<file path="src/rtl/cpu_pkg.sv">
// cpu_pkg: shared FPU opcode encodings, error/requester widths and small helpers
package cpu_pkg;
  localparam int FPU_OPE_W = 4;
  localparam int FPU_ERR_W = 3;
  localparam int REQ_ID_W = 1;
  typedef enum logic [FPU_OPE_W-1:0] {
    FPU_ADD, FPU_SUB, FPU_MUL, FPU_DIV, FPU_SQRT, FPU_MIN,
    FPU_MAX, FPU_CVT_WS, FPU_CVT_SW, FPU_FEQ, FPU_FLT, FPU_FLE
  } fpu_ope_e;
  typedef logic [REQ_ID_W-1:0] req_id_t;
  function automatic logic fpu_ope_ok(input logic [FPU_OPE_W-1:0] ope);
    return ope <= FPU_OPE_W'(FPU_FLE);
  endfunction
endpackage

</file>
<file path="src/rtl/fpu_tag_fifo.sv">
// fpu_tag_fifo: in-order FIFO of requester ids for ops issued to the shared FPU
module fpu_tag_fifo
  import cpu_pkg::*;
#(
  parameter int DEPTH = 4
) (
  input  logic                     clk,
  input  logic                     rstn,
  input  logic                     push_i,
  input  req_id_t                  tag_i,
  input  logic                     pop_i,
  output req_id_t                  head_o,
  output logic [$clog2(DEPTH):0]   count_o
);
  localparam int PW = $clog2(DEPTH);
  localparam int CW = PW + 1;
  req_id_t         mem_q [DEPTH];
  logic [PW-1:0]   wp_q, rp_q;
  logic [CW-1:0]   cnt_q, cnt_d;
  // push and pop together leave the occupancy unchanged
  always_comb cnt_d = cnt_q + CW'(push_i) - CW'(pop_i);
  // pointers are exactly log2(DEPTH) bits so they wrap without explicit compare
  always_ff @(posedge clk) begin
    if (!rstn) begin
      wp_q  <= '0;
      rp_q  <= '0;
      cnt_q <= '0;
      for (int i = 0; i < DEPTH; i++) mem_q[i] <= '0;
    end else begin
      if (push_i) begin
        mem_q[wp_q] <= tag_i;
        wp_q        <= wp_q + 1'b1;
      end
      if (pop_i) rp_q <= rp_q + 1'b1;
      cnt_q <= cnt_d;
    end
  end
  assign head_o  = mem_q[rp_q];
  assign count_o = cnt_q;
endmodule

</file>
<file path="src/rtl/fpu_share_arb.sv">
// fpu_share_arb: round-robin sharing of one pipelined FPU between two requesters
module fpu_share_arb
  import cpu_pkg::*;
#(
  parameter int MAX_OUT = 4
) (
  input  logic                 clk,
  input  logic                 rstn,
  input  logic [FPU_OPE_W-1:0] rq_ope_0,
  input  logic [31:0]          rq_in1_0,
  input  logic [31:0]          rq_in2_0,
  input  logic                 rq_in_vld_0,
  output logic                 rq_in_rdy_0,
  output logic [31:0]          rq_out_data_0,
  output logic                 rq_out_vld_0,
  input  logic                 rq_out_rdy_0,
  output logic [FPU_ERR_W-1:0] rq_err_0,
  input  logic                 rq_err_clr_0,
  input  logic [FPU_OPE_W-1:0] rq_ope_1,
  input  logic [31:0]          rq_in1_1,
  input  logic [31:0]          rq_in2_1,
  input  logic                 rq_in_vld_1,
  output logic                 rq_in_rdy_1,
  output logic [31:0]          rq_out_data_1,
  output logic                 rq_out_vld_1,
  input  logic                 rq_out_rdy_1,
  output logic [FPU_ERR_W-1:0] rq_err_1,
  input  logic                 rq_err_clr_1,
  output logic [FPU_OPE_W-1:0] f_ope_data,
  output logic [31:0]          f_in1_data,
  output logic [31:0]          f_in2_data,
  output logic                 f_in_vld,
  input  logic                 f_in_rdy,
  input  logic [31:0]          f_out_data,
  input  logic                 f_out_vld,
  output logic                 f_out_rdy,
  input  logic [FPU_ERR_W-1:0] f_err,
  output logic                 orphan_err
);
  localparam int CW = $clog2(MAX_OUT) + 1;
  logic [FPU_OPE_W-1:0] f_ope_q;
  logic [31:0]          f_in1_q, f_in2_q;
  logic                 f_in_vld_q;
  req_id_t              last_q;
  logic [FPU_ERR_W-1:0] err0_q, err0_d, err1_q, err1_d;
  logic                 orphan_q, orphan_d;
  logic                 issue_busy, full, elig0, elig1, gnt0, gnt1, push, pop, nonempty;
  logic                 head_is0, head_is1;
  req_id_t              head;
  logic [CW-1:0]        count;
  // full uses the registered count so a same-cycle pop never opens a slot early
  assign issue_busy = f_in_vld_q & ~f_in_rdy;
  assign full       = count == CW'(MAX_OUT);
  assign elig0      = rq_in_vld_0 & ~issue_busy & ~full;
  assign elig1      = rq_in_vld_1 & ~issue_busy & ~full;
  assign gnt0       = elig0 & (~elig1 | last_q == req_id_t'(1));
  assign gnt1       = elig1 & (~elig0 | last_q == req_id_t'(0));
  assign push       = gnt0 | gnt1;
  assign rq_in_rdy_0 = gnt0;
  assign rq_in_rdy_1 = gnt1;
  // results return in issue order; the head tag alone decides who sees them
  assign nonempty      = count != '0;
  assign head_is0      = head == req_id_t'(0);
  assign head_is1      = head == req_id_t'(1);
  assign rq_out_vld_0  = f_out_vld & nonempty & head_is0;
  assign rq_out_vld_1  = f_out_vld & nonempty & head_is1;
  assign rq_out_data_0 = f_out_data;
  assign rq_out_data_1 = f_out_data;
  assign f_out_rdy     = nonempty & (head_is1 ? rq_out_rdy_1 : rq_out_rdy_0);
  assign pop           = f_out_vld & f_out_rdy;
  fpu_tag_fifo #(.DEPTH(MAX_OUT)) u_tags (
    .clk     (clk),
    .rstn    (rstn),
    .push_i  (push),
    .tag_i   (req_id_t'(gnt1)),
    .pop_i   (pop),
    .head_o  (head),
    .count_o (count)
  );
  // clear first, then OR in a completing error so a coincident error survives the clear
  always_comb begin
    err0_d   = (rq_err_clr_0 ? '0 : err0_q) | ((pop & head_is0) ? f_err : '0);
    err1_d   = (rq_err_clr_1 ? '0 : err1_q) | ((pop & head_is1) ? f_err : '0);
    orphan_d = orphan_q | (f_out_vld & ~nonempty);
  end
  // operand register: load on grant, drop valid once the FPU has taken it
  always_ff @(posedge clk) begin
    if (!rstn) begin
      f_ope_q    <= '0;
      f_in1_q    <= '0;
      f_in2_q    <= '0;
      f_in_vld_q <= 1'b0;
      last_q     <= req_id_t'(1);
    end else if (push) begin
      f_ope_q    <= gnt1 ? rq_ope_1 : rq_ope_0;
      f_in1_q    <= gnt1 ? rq_in1_1 : rq_in1_0;
      f_in2_q    <= gnt1 ? rq_in2_1 : rq_in2_0;
      f_in_vld_q <= 1'b1;
      last_q     <= req_id_t'(gnt1);
    end else if (f_in_rdy) begin
      f_in_vld_q <= 1'b0;
    end
  end
  // sticky per-requester and orphan error status
  always_ff @(posedge clk) begin
    if (!rstn) begin
      err0_q   <= '0;
      err1_q   <= '0;
      orphan_q <= 1'b0;
    end else begin
      err0_q   <= err0_d;
      err1_q   <= err1_d;
      orphan_q <= orphan_d;
    end
  end
  assign f_ope_data = f_ope_q;
  assign f_in1_data = f_in1_q;
  assign f_in2_data = f_in2_q;
  assign f_in_vld   = f_in_vld_q;
  assign rq_err_0   = err0_q;
  assign rq_err_1   = err1_q;
  assign orphan_err = orphan_q;
endmodule
</file>
<file path="config.mk">
export PLATFORM = sky130hd
export DESIGN_NAME = fpu_share_arb
export DESIGN_NICKNAME = d
export VERILOG_FILES = /design/src/rtl/cpu_pkg.sv /design/src/rtl/fpu_tag_fifo.sv /design/src/rtl/fpu_share_arb.sv
export SDC_FILE = /design/constraint.sdc
export NUM_CORES = 1
export LEC_CHECK = 0
export ABC_AREA = 1
export CORE_AREA = 2 2 126 128
export CTS_CLUSTER_DIAMETER = 100
export DETAILED_ROUTE_END_ITERATION = 12
export DIE_AREA = 0 0 128 130
export PLACE_DENSITY = 0.78
export SETUP_SLACK_MARGIN = 0.2
export SYNTH_ARGS = -nofsm -noshare
export SYNTH_HDL_FRONTEND = slang
export SYNTH_SLANG_ARGS = --single-unit
export TNS_END_PERCENT = 100
</file>
<file path="constraint.sdc">
create_clock -name clk -period 2.3 [get_ports clk]
set_clock_uncertainty 0.2 [all_clocks]
set_input_delay 0.46 -clock clk [delete_from_list [all_inputs] [get_ports clk]]
set_output_delay 0.46 -clock clk [all_outputs]
set_load 0.005 [all_outputs]
</file>
==> flow_summary.toml, run 1 <==
[timing]
holdWs_ns = 0.253
period_share = 0.941
slew_headroom = 0.681
worst_slack_ns = 0.135
max_freq_ghz = 0.462
tightest_slew_ns = 0.479
min_period_ns = 2.17
rsz0062_at_grt = "true"
setup_violations = 0
slew_violations = 0
finalHoldViolations = 0

[final_layout]
syn_to_final_growth_pct = 58.4
fill_cells = 1497
antenna_cells = 0
stdcell_count = 960
multi_input_area_mm2 = 0.00189
drive_above_1_share = 0.139
design_area_mm2 = 0.00696
final_nets = 947
seq_area_mm2 = 0.00182

[worst_setup_path]
setup.worst_path.class = "reg2reg"
worst-path-buf-inv = 2
worstSetupStartpointType = "register"
arrival_ns = 2.20
cpLargestDelayFamily = "adder cells"
critPathMaxFanout = 4
critPathRequiredTime_ns = 2.34
slowest_delay_ns = 0.51
critical_path.cell_chain = "nand2_1, nand3_2, nand2_4, nand3_4, nand2_4, ha_4, inv_2, ha_4, inv_2, fa_2, nor2_1"
cp_slowest_cell = "fa_2"
cp-end-kind = "register"

[placed_design]
post-dp-hpwl_um = 9810
port_buffers = 229
dp_cells = 936
place_congestion = 0.765
dpl-instance-area_mm2 = 0.00653
pre_cts_ws_ns = -0.391

[detailed_routing]
wl_met3_um = 970
first_pass_iters = 4
viasPerCell = 4.47
first_iter_violations = 136
dr_wl_met2_um = 6820
drc = 0
totalWireLength_um = 13600
ant_nets = 0
maxUsedRoutingLayer = "met4"
m1WireLength_um = 5520
wl_per_cell_um = 14.2
vias = 4288

[floorplanning]
die-area_mm2 = 0.0166
core-area_mm2 = 0.0154
die_h_um = 130
ios = 326
fp.dieW_um = 128
rows = 46
start_util = 0.285

[logic_synthesis]
ys_seq_area_frac = 0.413
synth-async-reset-ratio = 0
avgSynthCellArea_um2 = 7.53
synth_common_cells = "110 x nand2_1, 89 x dfxtp_1, 75 x nor2_1"
ys.flop_type = "dfxtp_1"
ys_seq_elements = 90
netlist_area_mm2 = 0.00439
synth_fp_nets = 767
synth-edff-count = 1
netlist.area_leader.share = 0.406
synth.most_common_cell = "nand2_1"
synth.largest_area_cell = "dfxtp_1"
ys_types = 32
synth_cells = 583
yosys_warnings = 0
synthTopCellsByArea = "dfxtp_1 41%, buf_4 12%, nand2_1 9.4%"

[grt]
grt_pass1_wl_um = 20300
grt_max_degree = 46
grt_pass1_vias = 4012
overflow = 0
antenna_found_initial = 0
track_usage = 0.155

[power_and_ir_drop]
leakagePower_nw = 2.72
power_mw = 6.35
p_per_area_mw_per_mm2 = 913
ir_worst_vdd_mv = 0.455

[cts]
cts.clk_slew.worst_paths_ns = 0.07
cts_htree_levels = 3
worstSkewPairLatency_ns = 0.34
cts_tree = "built"
clock-sinks = 90
clockBufferDepth = 2
cts_buffers = 9
cts_root_buffer = "clkbuf_16"

[flow_run]
cap_violations = 0

[outcome]
outcome = "complete, no violations"

[worst_hold_path]
hold_path.class = "reg2reg"
[path summary, 6_finish.rpt]
check / from / slack [ns] / cells after the start / end
hold / removal: f_in1_data[28]$_SDFFE_PN0P_ / 0.25 / 2 / f_in1_data[28]$_SDFFE_PN0P_
hold reg to reg: f_in1_data[28]$_SDFFE_PN0P_ / 0.25 / 2 / f_in1_data[28]$_SDFFE_PN0P_
setup reg to reg: register / 0.13 / 11 / u_tags.count_o[1]$_SDFF_PN0_
setup / recovery: register / 0.13 / 11 / u_tags.count_o[1]$_SDFF_PN0_
[where the power goes]
part	internal [mW]	switching [mW]	leakage (nW)	total [mW]
combinational	1.42	1.29	1.83	2.72
clock	0.796	0.642	0.142	1.44
sequential	1.97	0.226	0.747	2.19
total	4.19	2.16	2.72	6.35
[metrics by stage]
| stage | setup TNS, ns | utilization |
|---|---|---|
| 2_1_floorplan | 0 | - |
| 3_3_place_gp | -1.47 | 0.423 |
| 5_1_grt | 0 | 0.451 |
| 4_1_cts | 0 | 0.449 |
| 6_report | 0 | 0.451 |
| 3_5_place_dp | -2.15 | 0.423 |
[area by class of cell]
cell class / instances / area share
inverters: 33 / 0.0182
repair buffers: 262 / 0.371
clock buffers: 11 / 0.0363
clock inverters: 5 / 0.00558
flip-flops and latches: 90 / 0.262
multi-input cells: 367 / 0.272
well taps: 192 / 0.0345
[worst reg2reg max path, stage by stage, from the launching register on]
cell     delay (ns)
dfxtp_4        0.36
nand2_1        0.13
nand3_2        0.14
nand2_4        0.12
nand3_4        0.10
nand2_4        0.09
ha_4           0.19
inv_2          0.06
ha_4           0.12
inv_2          0.03
fa_2           0.51
nor2_1         0.03
[placed cells by master, fill, tap and decap left out, drive strengths merged, types with 2 or more instances in the layout]
cell,n
clkdlybuf4s50,218
o21ai,142
nand2,114
dfxtp,89
nor2,77
buf,35
inv,33
nand3,14
clkbuf,13
a21oi,10
dlygate4sd2,5
clkinv,4
ha,2
[repair_timing]
action,CTS,global route
hold buffers,0,0
pin swaps,12,8
resized for setup,38,14
buffers inserted,6,2
setup endpoints to repair,7,7
[flip-flops by register name, summed over array words and instances (netlist names), 2 cells and up, named ones only]
signal	flops
u_tags.count_o	3
u_tags.wp_q	2
f_ope_data	4
rq_err_0	3
u_tags.rp_q	2
f_in1_data	32
rq_err_1	3
u_tags.mem_q	4
f_in2_data	32
[cell families (layout without fill, tap and decap cells)]
logic type / Yosys count / in the layout / share of synthesized area
AOI/OAI and AO/OA: 156 / 156 / 0.196
xor gates and xnor gates: 2 / 2 / 0.00399
adders and majority gates: 3 / 3 / 0.0103
buffers and inverters: 126 / 311 / 0.184
DFF: 90 / 90 / 0.413
and+or+nand+nor: 206 / 206 / 0.193
[layer usage]
metal | global-route usage | up-vias
li1 | - | 2179
met3 | 0.0472 | 25
met5 | 0 | -
met1 | 0.184 | 1903
met2 | 0.263 | 181
met4 | 0.0614 | 0
(Power assumes the default switching activity.)
==> inputs of run 2 (changes only) <==
Settings changed: HOLD_SLACK_MARGIN from default to 0.12, SETUP_SLACK_MARGIN 0.2 to 0.3.
==> run 2 against run 1 <==
  * Cell count is 0.83% higher
  * Fmax shrank 1.3%
  * Critical path type unchanged
  * Register-to-register slack got worse by 0.03 ns
  * Cell area up 1.2%
  * Setup slack lost 0.030 ns
  * First-iteration DRC count increased by 58%
  * Critical path depth unchanged
  * Highest routed layer unchanged
==> flow_summary.toml, run 2 (synthesized netlist as in run 1, its figures left out) <==
[outcome]
outcome = "complete, no violations"

[placed_design]
dpl-instance-area_mm2 = 0.00658
port_buffers = 229
place_congestion = 0.753
pre_cts_ws_ns = -0.387
post-dp-hpwl_um = 9430

[timing]
finalHoldViolations = 0
min_period_ns = 2.19
slew_violations = 0
slew_headroom = 0.787
rsz0062_at_grt = "true"
tightest_slew_ns = 0.320
worst_slack_ns = 0.105
setup_violations = 0
max_freq_ghz = 0.456
holdWs_ns = 0.251
setup_tns_ns = 0
period_share = 0.954

[worst_setup_path]
reg2reg_slack_ns = 0.11
critical_path.cell_chain = "nor2_4, a21boi_4, buf_6, nand3_2, nand2_4, ha_4, inv_2, ha_4, inv_2, fa_2, nor2_1"
critPathRequiredTime_ns = 2.37
cpLargestDelayFamily = "adder cells"
arrival_ns = 2.26
setup.worst_path.class = "reg2reg"
critPathMaxFanout = 3
worst-path-buf-inv = 3
rr_worst_depth = 11
cp-end-kind = "register"
slowest_delay_ns = 0.41
r2r_start = "u_tags.count_o[1]$_SDFF_PN0_"
worstSetupStartpointType = "register"
cp_slowest_cell = "fa_2"
r2r_end = "u_tags.count_o[1]$_SDFF_PN0_"

[worst_hold_path]
worstHoldPathCells = 2
min_from = "f_in2_data[5]$_SDFFE_PN0P_"
min_to = "f_in2_data[5]$_SDFFE_PN0P_"
hold_path.class = "reg2reg"

[cts]
worstSkewPairLatency_ns = 0.34
cts_buffers = 9
cts_tree = "built"
clockBufferDepth = 2
cts.clk_slew.worst_paths_ns = 0.06
clock-sinks = 90
cts_root_buffer = "clkbuf_16"
hold_buffers = 0
cts_htree_levels = 3

[final_layout]
final_common_cell = "clkdlybuf4s50_1"
antenna_cells = 0
final_nets = 955
drive_above_1_share = 0.147
fill_cells = 1510
final_cell_mix = "219 x clkdlybuf4s50_1, 104 x nand2_1, 85 x dfxtp_1, 75 x nor2_1, 67 x o21ai_1"
syn_to_final_growth_pct = 60.3
seq_area_mm2 = 0.00182
design_area_mm2 = 0.00704
multi_input_area_mm2 = 0.00187

[floorplanning]
core-area_mm2 = 0.0154
die_h_um = 130
ios = 326
rows = 46
fp.dieW_um = 128
die-area_mm2 = 0.0166
start_util = 0.285

[flow_run]
cap_violations = 0

[detailed_routing]
viasPerCell = 4.46
wl_per_cell_um = 13.4
first_pass_iters = 4
totalWireLength_um = 12900
vias = 4315
ant_nets = 0
first_iter_violations = 215
drc = 0

[grt]
antenna_found_initial = 0
grt_max_degree = 48
track_usage = 0.149
overflow = 0
grt_pass1_wl_um = 19700
grt_pass1_vias = 3935

[power_and_ir_drop]
power_mw = 6.47
p_per_area_mw_per_mm2 = 919
leakagePower_nw = 2.76
ir_worst_vdd_mv = 0.338
## run 2: cell types whose count changed in the layout (fill, tap and decap cells not counted), sizes merged
cell	previous run	this run
buf	35	44
clkinv	4	1
clkdlybuf4s50	218	219
clkinvlp	1	2
dlygate4sd2	5	4
inv	33	34
## run 2: worst max path at each step
stage | start | endpoint | cells after the start
finish | u_tags.count_o[1]$_SDFF_PN0_ | u_tags.count_o[1]$_SDFF_PN0_ | 11
global placement | f_out_vld | u_tags.count_o[2]$_SDFF_PN0_ | 12
CTS | register | u_tags.count_o[1]$_SDFF_PN0_ | 13
detailed placement | f_out_vld | u_tags.count_o[2]$_SDFF_PN0_ | 12
floorplan | f_out_vld | u_tags.count_o[2]$_SDFF_PN0_ | 11
global route | u_tags.count_o[1]$_SDFF_PN0_ | u_tags.count_o[1]$_SDFF_PN0_ | 11
## run 2: worst reg2reg max path: stages (launching register included)
cell	delay [ns]
dfxtp_4	0.36
nor2_4	0.18
a21boi_4	0.09
buf_6	0.13
nand3_2	0.10
nand2_4	0.07
ha_4	0.26
inv_2	0.03
ha_4	0.14
inv_2	0.04
fa_2	0.41
nor2_1	0.12
## run 2: timing repair
item	4_1_cts	5_1_grt
setup endpoints to repair	7	7
pin swaps	8	7
buffers inserted	9	4
gates resized for setup	39	12
## run 2: layer usage
layer	part of all wire	up-vias	wire length [um]	global-route usage
met5	0	-	0	0
met2	0.49	159	6380	0.249
li1	-	2194	-	-
met1	0.42	1929	5390	0.179
met4	0.028	0	365	0.0763
met3	0.062	33	805	0.0385
## run 2: final cells by class
class	instances	share of cell area
clock buffers	12	0.0380
inverters	33	0.0183
repair buffers	270	0.380
multi-input cells	367	0.266
flip-flops and latches	90	0.259
well taps	192	0.0341
clock inverters	4	0.00462
## run 2: metrics by stage
| step | cells | util |
|---|---|---|
| after floorplan | 583 | - |
| after global placement | 939 | 0.426 |
| after detailed placement | 939 | 0.426 |
| final | 968 | 0.456 |
| after CTS | 964 | 0.453 |
| after global routing | 968 | 0.456 |
## run 2: report_power, final
group / total [mW] / internal (mW) / switching (mW) / leakage [nW]
clock: 1.49 / 0.835 / 0.653 / 0.141
combinational: 2.78 / 1.49 / 1.30 / 1.88
sequential: 2.20 / 1.97 / 0.228 / 0.747
total: 6.47 / 4.29 / 2.18 / 2.76
